**src/rtl/ifu_prefetch_if.sv**
```systemverilog
// Decode-side, redirect and AXI-style read-port signals of the prefetch unit.
// The master modport is the fetch unit's view; slave is the environment's view.
interface ifu_prefetch_if #(
    parameter int XLEN = 64
);
    logic            redirect_valid;
    logic [XLEN-1:0] redirect_pc;

    logic            inst_valid;
    logic            inst_ready;
    logic [31:0]     inst;
    logic [XLEN-1:0] inst_pc;
    logic            inst_fault;

    logic            ar_valid;
    logic            ar_ready;
    logic [XLEN-1:0] ar_addr;
    logic [7:0]      ar_size;

    logic            r_valid;
    logic            r_ready;
    logic [XLEN-1:0] r_data;
    logic [1:0]      r_resp;

    modport master (
        input  redirect_valid, redirect_pc, inst_ready, ar_ready, r_valid, r_data, r_resp,
        output inst_valid, inst, inst_pc, inst_fault, ar_valid, ar_addr, ar_size, r_ready
    );

    modport slave (
        output redirect_valid, redirect_pc, inst_ready, ar_ready, r_valid, r_data, r_resp,
        input  inst_valid, inst, inst_pc, inst_fault, ar_valid, ar_addr, ar_size, r_ready
    );
endinterface

```
**src/rtl/ifu_prefetch.sv**
```systemverilog
// Instruction prefetcher: one outstanding read at a time feeding a DEPTH-entry queue,
// with redirect flush, stale-beat draining and halt-on-bus-error.
module ifu_prefetch #(
    parameter int              XLEN     = 64,
    parameter logic [XLEN-1:0] RESET_PC = XLEN'(64'h8000_0000),
    parameter int              DEPTH    = 4
) (
    input  logic              clk,
    input  logic              rst_n,
    ifu_prefetch_if.master    bus
);
    localparam int PW = $clog2(DEPTH);
    localparam int CW = PW + 1;

    typedef enum logic [1:0] {
        S_IDLE,
        S_REQ,
        S_WAIT,
        S_DRAIN
    } state_t;

    state_t          r_state;
    state_t          w_state_next;
    logic [XLEN-1:0] r_fetch_pc;
    logic [XLEN-1:0] w_fetch_pc_next;
    logic [XLEN-1:0] r_ar_addr;
    logic            r_stale;
    logic            w_stale_next;
    logic            r_halted;
    logic            w_halted_next;

    logic [PW-1:0]   r_wptr;
    logic [PW-1:0]   r_rptr;
    logic [CW-1:0]   r_count;
    logic [CW-1:0]   w_count_next;

    logic [31:0]     r_mem_inst  [DEPTH];
    logic [XLEN-1:0] r_mem_pc    [DEPTH];
    logic            r_mem_fault [DEPTH];

    logic            w_redirect;
    logic            w_push;
    logic            w_pop;
    logic            w_err;
    logic            w_head_valid;
    logic [31:0]     w_lane;
    logic            w_unused;

    assign w_redirect   = bus.redirect_valid;
    assign w_err        = (bus.r_resp != 2'b00);
    assign w_head_valid = (r_count != '0);
    assign w_push       = (r_state == S_WAIT) && bus.r_valid && !w_redirect;
    assign w_pop        = w_head_valid && bus.inst_ready && !w_redirect;
    assign w_lane       = r_ar_addr[2] ? bus.r_data[63:32] : bus.r_data[31:0];
    assign w_unused     = ^bus.redirect_pc[1:0];

    always_comb begin
        w_count_next = r_count;
        if (w_redirect) begin
            w_count_next = '0;
        end else if (w_push && !w_pop) begin
            w_count_next = r_count + CW'(1);
        end else if (!w_push && w_pop) begin
            w_count_next = r_count - CW'(1);
        end
    end

    always_comb begin
        w_state_next    = r_state;
        w_fetch_pc_next = r_fetch_pc;
        w_stale_next    = r_stale;
        w_halted_next   = r_halted;
        case (r_state)
            S_IDLE: begin
                if (!w_redirect && !r_halted && (r_count < CW'(DEPTH))) begin
                    w_state_next = S_REQ;
                end
            end
            S_REQ: begin
                // The address already on the bus cannot be withdrawn; a redirect
                // only marks it stale so its beat gets drained.
                if (bus.ar_ready) begin
                    w_state_next = (w_redirect || r_stale) ? S_DRAIN : S_WAIT;
                    w_stale_next = 1'b0;
                end else if (w_redirect) begin
                    w_stale_next = 1'b1;
                end
            end
            S_WAIT: begin
                if (bus.r_valid) begin
                    if (w_redirect) begin
                        w_state_next = S_IDLE;
                    end else if (w_err) begin
                        w_halted_next = 1'b1;
                        w_state_next  = S_IDLE;
                    end else begin
                        w_fetch_pc_next = r_fetch_pc + XLEN'(4);
                        w_state_next    = (w_count_next < CW'(DEPTH)) ? S_REQ : S_IDLE;
                    end
                end else if (w_redirect) begin
                    w_state_next = S_DRAIN;
                end
            end
            S_DRAIN: begin
                // A beat arriving together with a redirect is still the stale one.
                if (bus.r_valid) begin
                    w_state_next = S_IDLE;
                end
            end
            default: w_state_next = S_IDLE;
        endcase
        if (w_redirect) begin
            w_fetch_pc_next = {bus.redirect_pc[XLEN-1:2], 2'b00};
            w_halted_next   = 1'b0;
        end
    end

    always_ff @(posedge clk or negedge rst_n) begin
        if (!rst_n) begin
            r_state    <= S_IDLE;
            r_fetch_pc <= RESET_PC;
            r_ar_addr  <= '0;
            r_stale    <= 1'b0;
            r_halted   <= 1'b0;
            r_wptr     <= '0;
            r_rptr     <= '0;
            r_count    <= '0;
        end else begin
            r_state    <= w_state_next;
            r_fetch_pc <= w_fetch_pc_next;
            r_stale    <= w_stale_next;
            r_halted   <= w_halted_next;
            r_count    <= w_count_next;
            if (w_state_next == S_REQ && r_state != S_REQ) begin
                r_ar_addr <= w_fetch_pc_next;
            end
            if (w_redirect) begin
                r_wptr <= '0;
                r_rptr <= '0;
            end else begin
                if (w_push) r_wptr <= r_wptr + PW'(1);
                if (w_pop)  r_rptr <= r_rptr + PW'(1);
            end
        end
    end

    always_ff @(posedge clk) begin
        if (w_push) begin
            r_mem_inst[r_wptr]  <= w_err ? 32'h0 : w_lane;
            r_mem_pc[r_wptr]    <= r_ar_addr;
            r_mem_fault[r_wptr] <= w_err;
        end
    end

    assign bus.inst_valid = w_head_valid;
    assign bus.inst       = w_head_valid ? r_mem_inst[r_rptr] : 32'h0;
    assign bus.inst_pc    = w_head_valid ? r_mem_pc[r_rptr] : '0;
    assign bus.inst_fault = w_head_valid ? r_mem_fault[r_rptr] : 1'b0;
    assign bus.ar_valid   = (r_state == S_REQ);
    assign bus.ar_addr    = r_ar_addr;
    assign bus.ar_size    = 8'b0000_1111;
    assign bus.r_ready    = (r_state == S_WAIT) || (r_state == S_DRAIN);
endmodule

```
**src/flat_wrapper.sv**
```systemverilog
// flat-port wrapper written by rule: the top's interface ports become plain ports
module ifu_prefetch_flat 
#(
    parameter int              XLEN     = 64,
    parameter logic [XLEN-1:0] RESET_PC = XLEN'(64'h8000_0000),
    parameter int              DEPTH    = 4
)
  (clk, rst_n, bus_redirect_valid, bus_redirect_pc, bus_inst_ready, bus_ar_ready, bus_r_valid, bus_r_data, bus_r_resp, bus_inst_valid, bus_inst, bus_inst_pc, bus_inst_fault, bus_ar_valid, bus_ar_addr, bus_ar_size, bus_r_ready);
  ifu_prefetch_if #(.XLEN(XLEN)) bus_i ();
  input  logic clk;
  input  logic rst_n;
  input wire logic [$bits(bus_i.redirect_valid)-1:0] bus_redirect_valid;
  input wire logic [$bits(bus_i.redirect_pc)-1:0] bus_redirect_pc;
  input wire logic [$bits(bus_i.inst_ready)-1:0] bus_inst_ready;
  input wire logic [$bits(bus_i.ar_ready)-1:0] bus_ar_ready;
  input wire logic [$bits(bus_i.r_valid)-1:0] bus_r_valid;
  input wire logic [$bits(bus_i.r_data)-1:0] bus_r_data;
  input wire logic [$bits(bus_i.r_resp)-1:0] bus_r_resp;
  output wire logic [$bits(bus_i.inst_valid)-1:0] bus_inst_valid;
  output wire logic [$bits(bus_i.inst)-1:0] bus_inst;
  output wire logic [$bits(bus_i.inst_pc)-1:0] bus_inst_pc;
  output wire logic [$bits(bus_i.inst_fault)-1:0] bus_inst_fault;
  output wire logic [$bits(bus_i.ar_valid)-1:0] bus_ar_valid;
  output wire logic [$bits(bus_i.ar_addr)-1:0] bus_ar_addr;
  output wire logic [$bits(bus_i.ar_size)-1:0] bus_ar_size;
  output wire logic [$bits(bus_i.r_ready)-1:0] bus_r_ready;
  assign bus_i.redirect_valid = bus_redirect_valid;
  assign bus_i.redirect_pc = bus_redirect_pc;
  assign bus_i.inst_ready = bus_inst_ready;
  assign bus_i.ar_ready = bus_ar_ready;
  assign bus_i.r_valid = bus_r_valid;
  assign bus_i.r_data = bus_r_data;
  assign bus_i.r_resp = bus_r_resp;
  assign bus_inst_valid = bus_i.inst_valid;
  assign bus_inst = bus_i.inst;
  assign bus_inst_pc = bus_i.inst_pc;
  assign bus_inst_fault = bus_i.inst_fault;
  assign bus_ar_valid = bus_i.ar_valid;
  assign bus_ar_addr = bus_i.ar_addr;
  assign bus_ar_size = bus_i.ar_size;
  assign bus_r_ready = bus_i.r_ready;
  ifu_prefetch #(.XLEN(XLEN), .RESET_PC(RESET_PC), .DEPTH(DEPTH)) u_core (.clk(clk), .rst_n(rst_n), .bus(bus_i));
endmodule
```
**config.mk**
```make
export PLATFORM = sky130hd
export DESIGN_NAME = ifu_prefetch_flat
export DESIGN_NICKNAME = d
export VERILOG_FILES = /design/src/rtl/ifu_prefetch_if.sv /design/src/rtl/ifu_prefetch.sv /design/src/flat_wrapper.sv
export SDC_FILE = /design/constraint.sdc
export NUM_CORES = 1
export LEC_CHECK = 0
export CORE_ASPECT_RATIO = 0.8
export CORE_MARGIN = 2
export CORE_UTILIZATION = 50
export CTS_CLUSTER_SIZE = 28
export DETAILED_ROUTE_END_ITERATION = 8
export PLACE_DENSITY_LB_ADDON = 0.05
export SLEW_MARGIN = 40
export SYNTH_ARGS = -nofsm -noshare
export SYNTH_HDL_FRONTEND = slang
export SYNTH_SLANG_ARGS = --single-unit
```
**constraint.sdc**
```tcl
create_clock -name clk -period 4 [get_ports clk]
set_input_delay 0.6 -clock clk [delete_from_list [all_inputs] [get_ports clk]]
set_output_delay 0.6 -clock clk [all_outputs]
set_load 0.02 [all_outputs]
```
After elaboration in Yosys (flattened, before gate mapping)

Memories as Yosys holds them, arrays and structs flattened.
Cells that the tools add are included.

Add/sub/neg operators: 5
Magnitude comparators: 2
Eq/ne operators: 5
Mux-type cells: 34
Reduce and logical (&&, ||, !) cells: 26

Operator list:

| cell                                                                | count |
|---|---|
| 64-bit two-way mux                                                  | 5 |
| 32-bit two-way mux                                                  | 3 |
| 64-bit by 3-bit adder with 64-bit output (second input constant)    | 1 |
| 2-bit two-way mux                                                   | 11 |
| 2-bit nonzero test                                                  | 7 |
| 1-bit two-way mux                                                   | 11 |
| 1-bit logical AND                                                   | 9 |
| 3-bit two-way mux                                                   | 3 |
| 2-bit one-hot mux with 4 select lines                               | 1 |
| 3-bit less-than comparator (second input constant)                  | 2 |
| 2-bit by 1-bit adder with 2-bit output (second input constant)      | 2 |
| 2-bit by 1-bit == test with 1-bit output (second input constant)    | 2 |
| 2-bit == test (second input constant)                               | 2 |
| 1-bit zero test                                                     | 4 |
| 3-bit by 1-bit adder with 3-bit output (second input constant)      | 1 |
| 3-bit AND reduction                                                 | 1 |
| 3-bit nonzero test                                                  | 1 |
| 3-bit by 1-bit subtractor with 3-bit output (second input constant) | 1 |
| 2-bit zero test                                                     | 1 |
| 1-bit logical OR                                                    | 2 |
| 2-bit by 1-bit != test with 1-bit output (second input constant)    | 1 |
| 2-bit AND reduction                                                 | 1 |

Bits in registers: 139
Memory bits (writable): 388
Input bits: 136
Output and inout port bits: 172
Logic and storage cells: 83
Memories: 3

Memories:

| memory             | words | bits a word | rd ports | clocked after Yosys merged registers in | write ports | RTL line           | text |
|---|---|---|---|---|---|---|---|
| u_core.r_mem_pc    | 4     | 64          | 1        | 0                                       | 1           | ifu_prefetch.sv:38 | `logic [XLEN-1:0] r_mem_pc [DEPTH];` |
| u_core.r_mem_inst  | 4     | 32          | 1        | 0                                       | 1           | ifu_prefetch.sv:37 | `logic [31:0] r_mem_inst [DEPTH];` |
| u_core.r_mem_fault | 4     | 1           | 1        | 0                                       | 1           | ifu_prefetch.sv:39 | `logic r_mem_fault [DEPTH];` |

Longest topological paths before layout

Word-level depth: 16
Mapped depth: 10
Mapped depth without buffers: 8

Worst setup path before layout

No wires, ideal clock.

Path kind: input port to flip-flop
From: input port bus_redirect_valid
To: memory u_core.r_mem_fault[1] (enable)
Setup time: 467 ps
Arrival time: 4,076 ps
Data required time: 3,533 ps
Path slack: -544 ps
Stages on the path: 6
Buffers on the path: 4
Path through: clkbuf_1 inv_1 clkbuf_1 buf_1 clkbuf_1 and3_1

Longest elaborated chain between the ends: 4

RTL lines:

| element                                 | RTL line            | text |
|---|---|---|
| start, declared                         | flat_wrapper.sv:12  | `input wire logic [$bits(bus_i.redirect_valid)-1:0] bus_redirect_valid;` |
| 1-bit zero test                         | ifu_prefetch.sv:52  | `assign w_push = (r_state == S_WAIT) && bus.r_valid && !w_redirect;` |
| 1-bit logical AND                       | ifu_prefetch.sv:52  |  |
| 1-bit two-way mux                       | ifu_prefetch.sv:148 | `if (w_push) begin` |
| 1-bit two-way mux (implied by the code) | ifu_prefetch.sv:151 | `r_mem_fault[r_wptr] <= w_err;` |
| end, declared                           | ifu_prefetch.sv:39  |  |

No other way between the ends.

Worst setup path in the final report

From: register u_core.r_rptr[0]
To: output port bus_inst_pc[45]

Longest elaborated chain between the ends: 2

RTL lines:

| element                | RTL line            | text |
|---|---|---|
| start, declared        | ifu_prefetch.sv:33  | `logic [PW-1:0] r_rptr;` |
| start signal, assigned | ifu_prefetch.sv:142 | `if (w_pop) r_rptr <= r_rptr + PW'(1);` |
| memory 4 x 64 bit      | -                   |  |
| 64-bit two-way mux     | ifu_prefetch.sv:157 | `assign bus.inst_pc = w_head_valid ? r_mem_pc[r_rptr] : '0;` |
| end, declared          | flat_wrapper.sv:21  | `output wire logic [$bits(bus_i.inst_pc)-1:0] bus_inst_pc;` |

No other way between the ends.

==> impl_summary.md <==
Status
The flow ran to the end, and the final reports show no timing, DRC or antenna violations.

Global route
Global routing consumed, on the met3 layer, 4.886% of the routing resources. The met1 track demand over resource is 34.01%. Global routing consumed, over all layers together, 22.75% of the routing resources.

The layer with the highest usage after global routing is met2. Entering global routing, the biggest net connects 99 pins. The fraction of met2 tracks used by global routing is 34.29%. The number of antenna violations at the first check in global routing is 4. The number of global-route vias before repair is 12.95k. The global route total overflow is 0. The first global-routing pass estimated 78.11 mm of wire.

Worst hold path
The startpoint of the worst hold path is bus_redirect_valid. The path category of the worst min-delay check is primary input to flip-flop. The worst hold path endpoint is u_core.r_count[0]. The worst hold path passes through 2 cells.

Synth
The synthesized flop and latch total is 527. After synthesis, the cell types taking the most area are sky130_fd_sc_hd__edfxtp_1, sky130_fd_sc_hd__dfrtp_1, sky130_fd_sc_hd__mux4_2. The number of standard cells after synthesis is 1399. The mean post-synth cell area is 15.82 sq um.

The proportion of register bits with asynchronous set or reset after synthesis is 26.38%. By count the netlist is led by sky130_fd_sc_hd__edfxtp_1, sky130_fd_sc_hd__dfrtp_1, sky130_fd_sc_hd__and2_1. The synthesized design spends more area on one cell type than any other, namely sky130_fd_sc_hd__edfxtp_1. After synthesis, the largest area contributor takes up 52.64% of total cell area. The Yosys warning count is 0. The total standard cell area after synthesis is 22130 sq um. By instance count, the leading cell after synthesis is sky130_fd_sc_hd__edfxtp_1. Synthesis instantiated 62 different standard cells from the library. The synthesized design contains 388 enable-type register cells. Among all flip-flop cells after synthesis, the most frequent one is sky130_fd_sc_hd__edfxtp_1. The fraction of the yosys area taken by sequential cells is 68.36%.

Critical path
The critical path in this run is classified as flip-flop to primary output. The data required time at the worst endpoint is 3.40 ns. The sort of element at the end of the critical path is a primary output. The cell count of the worst reg-to-reg path is 7. The launch instance of the worst register-to-register path is u_core.r_state[1]. The kind of launch point of the worst setup path is a flip-flop.

At the worst endpoint, the arrival time is 3.01 ns. Of all nets on the critical path, the largest fanout is 45. Across all register-to-register paths, the minimum setup slack is 1.27 ns. The endpoint identified for the worst register-to-register timing path is u_core.bus.ar_addr[38].

Finish
The post-synthesis to final-layout area growth is 24.24%. The fraction of layout instances using a drive strength above 1 is 16.25%. The layout has 3210 filler cells. The post-layout net count is 1845.

Timing
The tightest hold path in the finished design has a slack of 0.4070 ns. Counting I/O delays and the setup requirement, the final critical path takes 3.606 ns. Of the available clock period, the critical path in the final layout requires 90.16%. The final-report max-slew violation count is 0. The relative slew slack is 54.20%. Derived from the worst setup path, the maximum achievable clock frequency is 277.3 MHz. The final setup skew is 0.03465 ns. The number of setup violations in the final report is 0. The final hold violation count is 0. After routing, the total negative slack on setup checks comes to 0 ns. At the pin with the least slew margin, the transition time is 0.6862 ns. Setup repair after global routing left no endpoint under its margin.

Clock network
TritonCTS created 51 clock buffers. The H-tree was split into 2 levels. The maximum root-to-sink buffer count is 3. The tree is rooted in a sky130_fd_sc_hd__clkbuf_16.

The total setup buffers inserted after CTS is 0. The clock latency reported for the late side of the worst-skew pair is 0.59 ns. The CTS tree is built. The clock transition at the registers of the reported paths is 0.06 ns. The post-cts resize count is 0. The clock net in this run drives a total of 527 sinks.

Place
The half-perimeter wire length after placement is 33.65 mm. The count of buffers added on input and output ports is 297. Routability-driven placement finished with a final weighted congestion of 0.8231.

Floorplan
Measured along the x axis, the die boundary spans 239.2 um. 308 I/O pins were placed. The y dimension of the die is 192.2 um. In this run the core area contains 68 standard-cell rows. The die area is 45970 sq um. The region available for standard cell placement spans 43390 sq um. The initial utilization of the core area, before any placement, comes to 51.01%.

Pwr
In this run, the clock network consumes 26.7% of the power. The maximum resistive drop on vdd is 0.0004832 V. The cell-internal power is 12100 uW. For this design the total switching power over the nets is 5418 uW. The power per standard cell area is 637.0 nW/um^2.

The sequential share of power is 42.9%. The switching share of power is 30.93%. Summed over all cells, the static leakage comes to 0.009480 uW. The combinational group share of total power is 30.4%.

Routing
The count of nets left with antenna violations once routing finished came out at 0. The routed length per instance is 22.52 um. After detailed routing, the total wire length is 51.88 mm. The total iterations of the first detailed-routing run is 4. The per-cell via count in the routed design is 5.595. The violation count after the first detailed-routing iteration is 939.

In the routed design, unresolved DRC markers number 0. The routed layout has 12.89k vias.

Flow run
The max capacitance violation total is 0.
## layout make-up
cell class | instances | area, sq um | share of cell area (%)
clock buffer | 76 | 1433 | 5.210
antenna | 2 | 5.005 | 0.01820
tap | 560 | 700.7 | 2.548
inverter | 26 | 97.59 | 0.3549
multi-input combinational | 764 | 6561 | 23.86
clock inverter | 18 | 177.7 | 0.6462
sequential | 527 | 15140 | 55.06
timing repair buffer | 331 | 3382 | 12.30
## power by group through the flow
stage / Sequential (uW) / Clock (uW) / Combinational [uW]
finish: 7520 / 4680 / 5320
global route: 7630 / 4990 / 5680
CTS: 7530 / 4760 / 5410
detailed placement: 7630 / 0 / 5390
global placement: 7590 / 0 / 5360
floorplan: 7670 / 0 / 2740
## worst max-delay path: stages (launching register included)
cell and delay, ns:
sky130_fd_sc_hd__dfrtp_4 0.69, sky130_fd_sc_hd__buf_12 0.38, sky130_fd_sc_hd__mux4_2 0.54, sky130_fd_sc_hd__and2_1 0.19, sky130_fd_sc_hd__clkdlybuf4s50_1 0.55
## state kept, by name, summed over array words and instances, names as in the netlist
register,flops
u_core.r_mem_fault,4
u_core.r_rptr,2
u_core.r_halted,1
u_core.bus.ar_addr,64
u_core.r_count,3
u_core.r_mem_inst,128
u_core.r_stale,1
u_core.r_wptr,2
u_core.r_mem_pc,256
u_core.r_fetch_pc,64
u_core.r_state,2
## through the flow
| stage | worst slack [ns] | power [uW] | instances | util [%] | area, sq um |
|---|---|---|---|---|---|
| after floorplan | 0.5585 | 10410 | 1405 | - | 22160 |
| after global placement | 0.6953 | 12950 | 2206 | 59.54 | 25840 |
| after detailed placement | 0.6921 | 13020 | 2206 | 59.55 | 25840 |
| after CTS | 0.2918 | 17700 | 2300 | 63.26 | 27450 |
| after global routing | 0.2209 | 18300 | 2303 | 63.36 | 27490 |
| final | 0.3936 | 17520 | 2304 | 63.37 | 27500 |
## repair_timing
item / CTS / global route
hold buffers: 0 / 1
endpoints found under the hold margin: 0 / 27
endpoints found under the setup margin: 0 / 0
## how the worst max path moves through the flow
stage                                        end  slack [ns]          startpoint
after floorplan            u_core.r_mem_fault[0]        0.56  bus_redirect_valid
after global placement    u_core.bus.ar_addr[38]        0.70         bus_r_valid
after detailed placement  u_core.bus.ar_addr[38]        0.69         bus_r_valid
after CTS                        bus_inst_pc[45]        0.29    u_core.r_rptr[0]
after global routing             bus_inst_pc[49]        0.22    u_core.r_rptr[0]
final                            bus_inst_pc[45]        0.39    u_core.r_rptr[0]
## placed cells by master, fill, tap and decap left out, types with 4 or more instances in the layout
cell,Yosys,final
sky130_fd_sc_hd__clkdlybuf4s50_1,0,295
sky130_fd_sc_hd__conb_1,2,8
sky130_fd_sc_hd__ha_1,8,8
sky130_fd_sc_hd__buf_12,0,10
sky130_fd_sc_hd__o21ai_0,47,47
sky130_fd_sc_hd__clkbuf_16,0,53
sky130_fd_sc_hd__xor2_1,19,19
sky130_fd_sc_hd__and2_1,100,100
sky130_fd_sc_hd__a31o_2,4,4
sky130_fd_sc_hd__and3_4,0,4
sky130_fd_sc_hd__nand4_1,18,18
sky130_fd_sc_hd__clkinv_2,0,7
sky130_fd_sc_hd__a21oi_1,31,31
sky130_fd_sc_hd__edfxtp_1,388,388
sky130_fd_sc_hd__clkinv_1,1,6
sky130_fd_sc_hd__nor2_1,70,70
sky130_fd_sc_hd__nor3_2,7,7
sky130_fd_sc_hd__mux4_2,97,97
sky130_fd_sc_hd__and4_1,5,5
sky130_fd_sc_hd__nand2_1,95,95
sky130_fd_sc_hd__a31oi_1,10,10
sky130_fd_sc_hd__nand3_1,16,16
sky130_fd_sc_hd__or3_1,9,9
sky130_fd_sc_hd__nor3_1,20,20
sky130_fd_sc_hd__xnor2_1,30,30
sky130_fd_sc_hd__mux2_2,46,46
sky130_fd_sc_hd__nor2b_1,5,5
sky130_fd_sc_hd__mux2i_1,36,36
sky130_fd_sc_hd__buf_4,10,22
sky130_fd_sc_hd__dfrtp_1,138,135
sky130_fd_sc_hd__o21a_1,4,4
sky130_fd_sc_hd__nor4_1,14,14
sky130_fd_sc_hd__clkbuf_1,51,21
sky130_fd_sc_hd__inv_1,25,25
sky130_fd_sc_hd__and3_1,21,17
## kinds of logic after synthesis
| kind of cell | share of synthesized area, % |
|---|---|
| multiplexers | 13.94 |
| adder cells (fa/ha/maj) | 0.4523 |
| buffers and inverters | 2.222 |
| AO/OA/AOI/OAI | 2.934 |
| AND/OR/NAND/NOR | 10.11 |
| other | 0.03393 |
| flip-flops | 68.36 |
| XOR/XNOR | 1.939 |
## routing by layer
layer  vias up  share of wire, %
met2       352                46
met5         -             0.050
met4         4               2.0
li1       5891                 -
met1      6566                46
met3        77               6.3
Power figures use the tool's default switching activity.
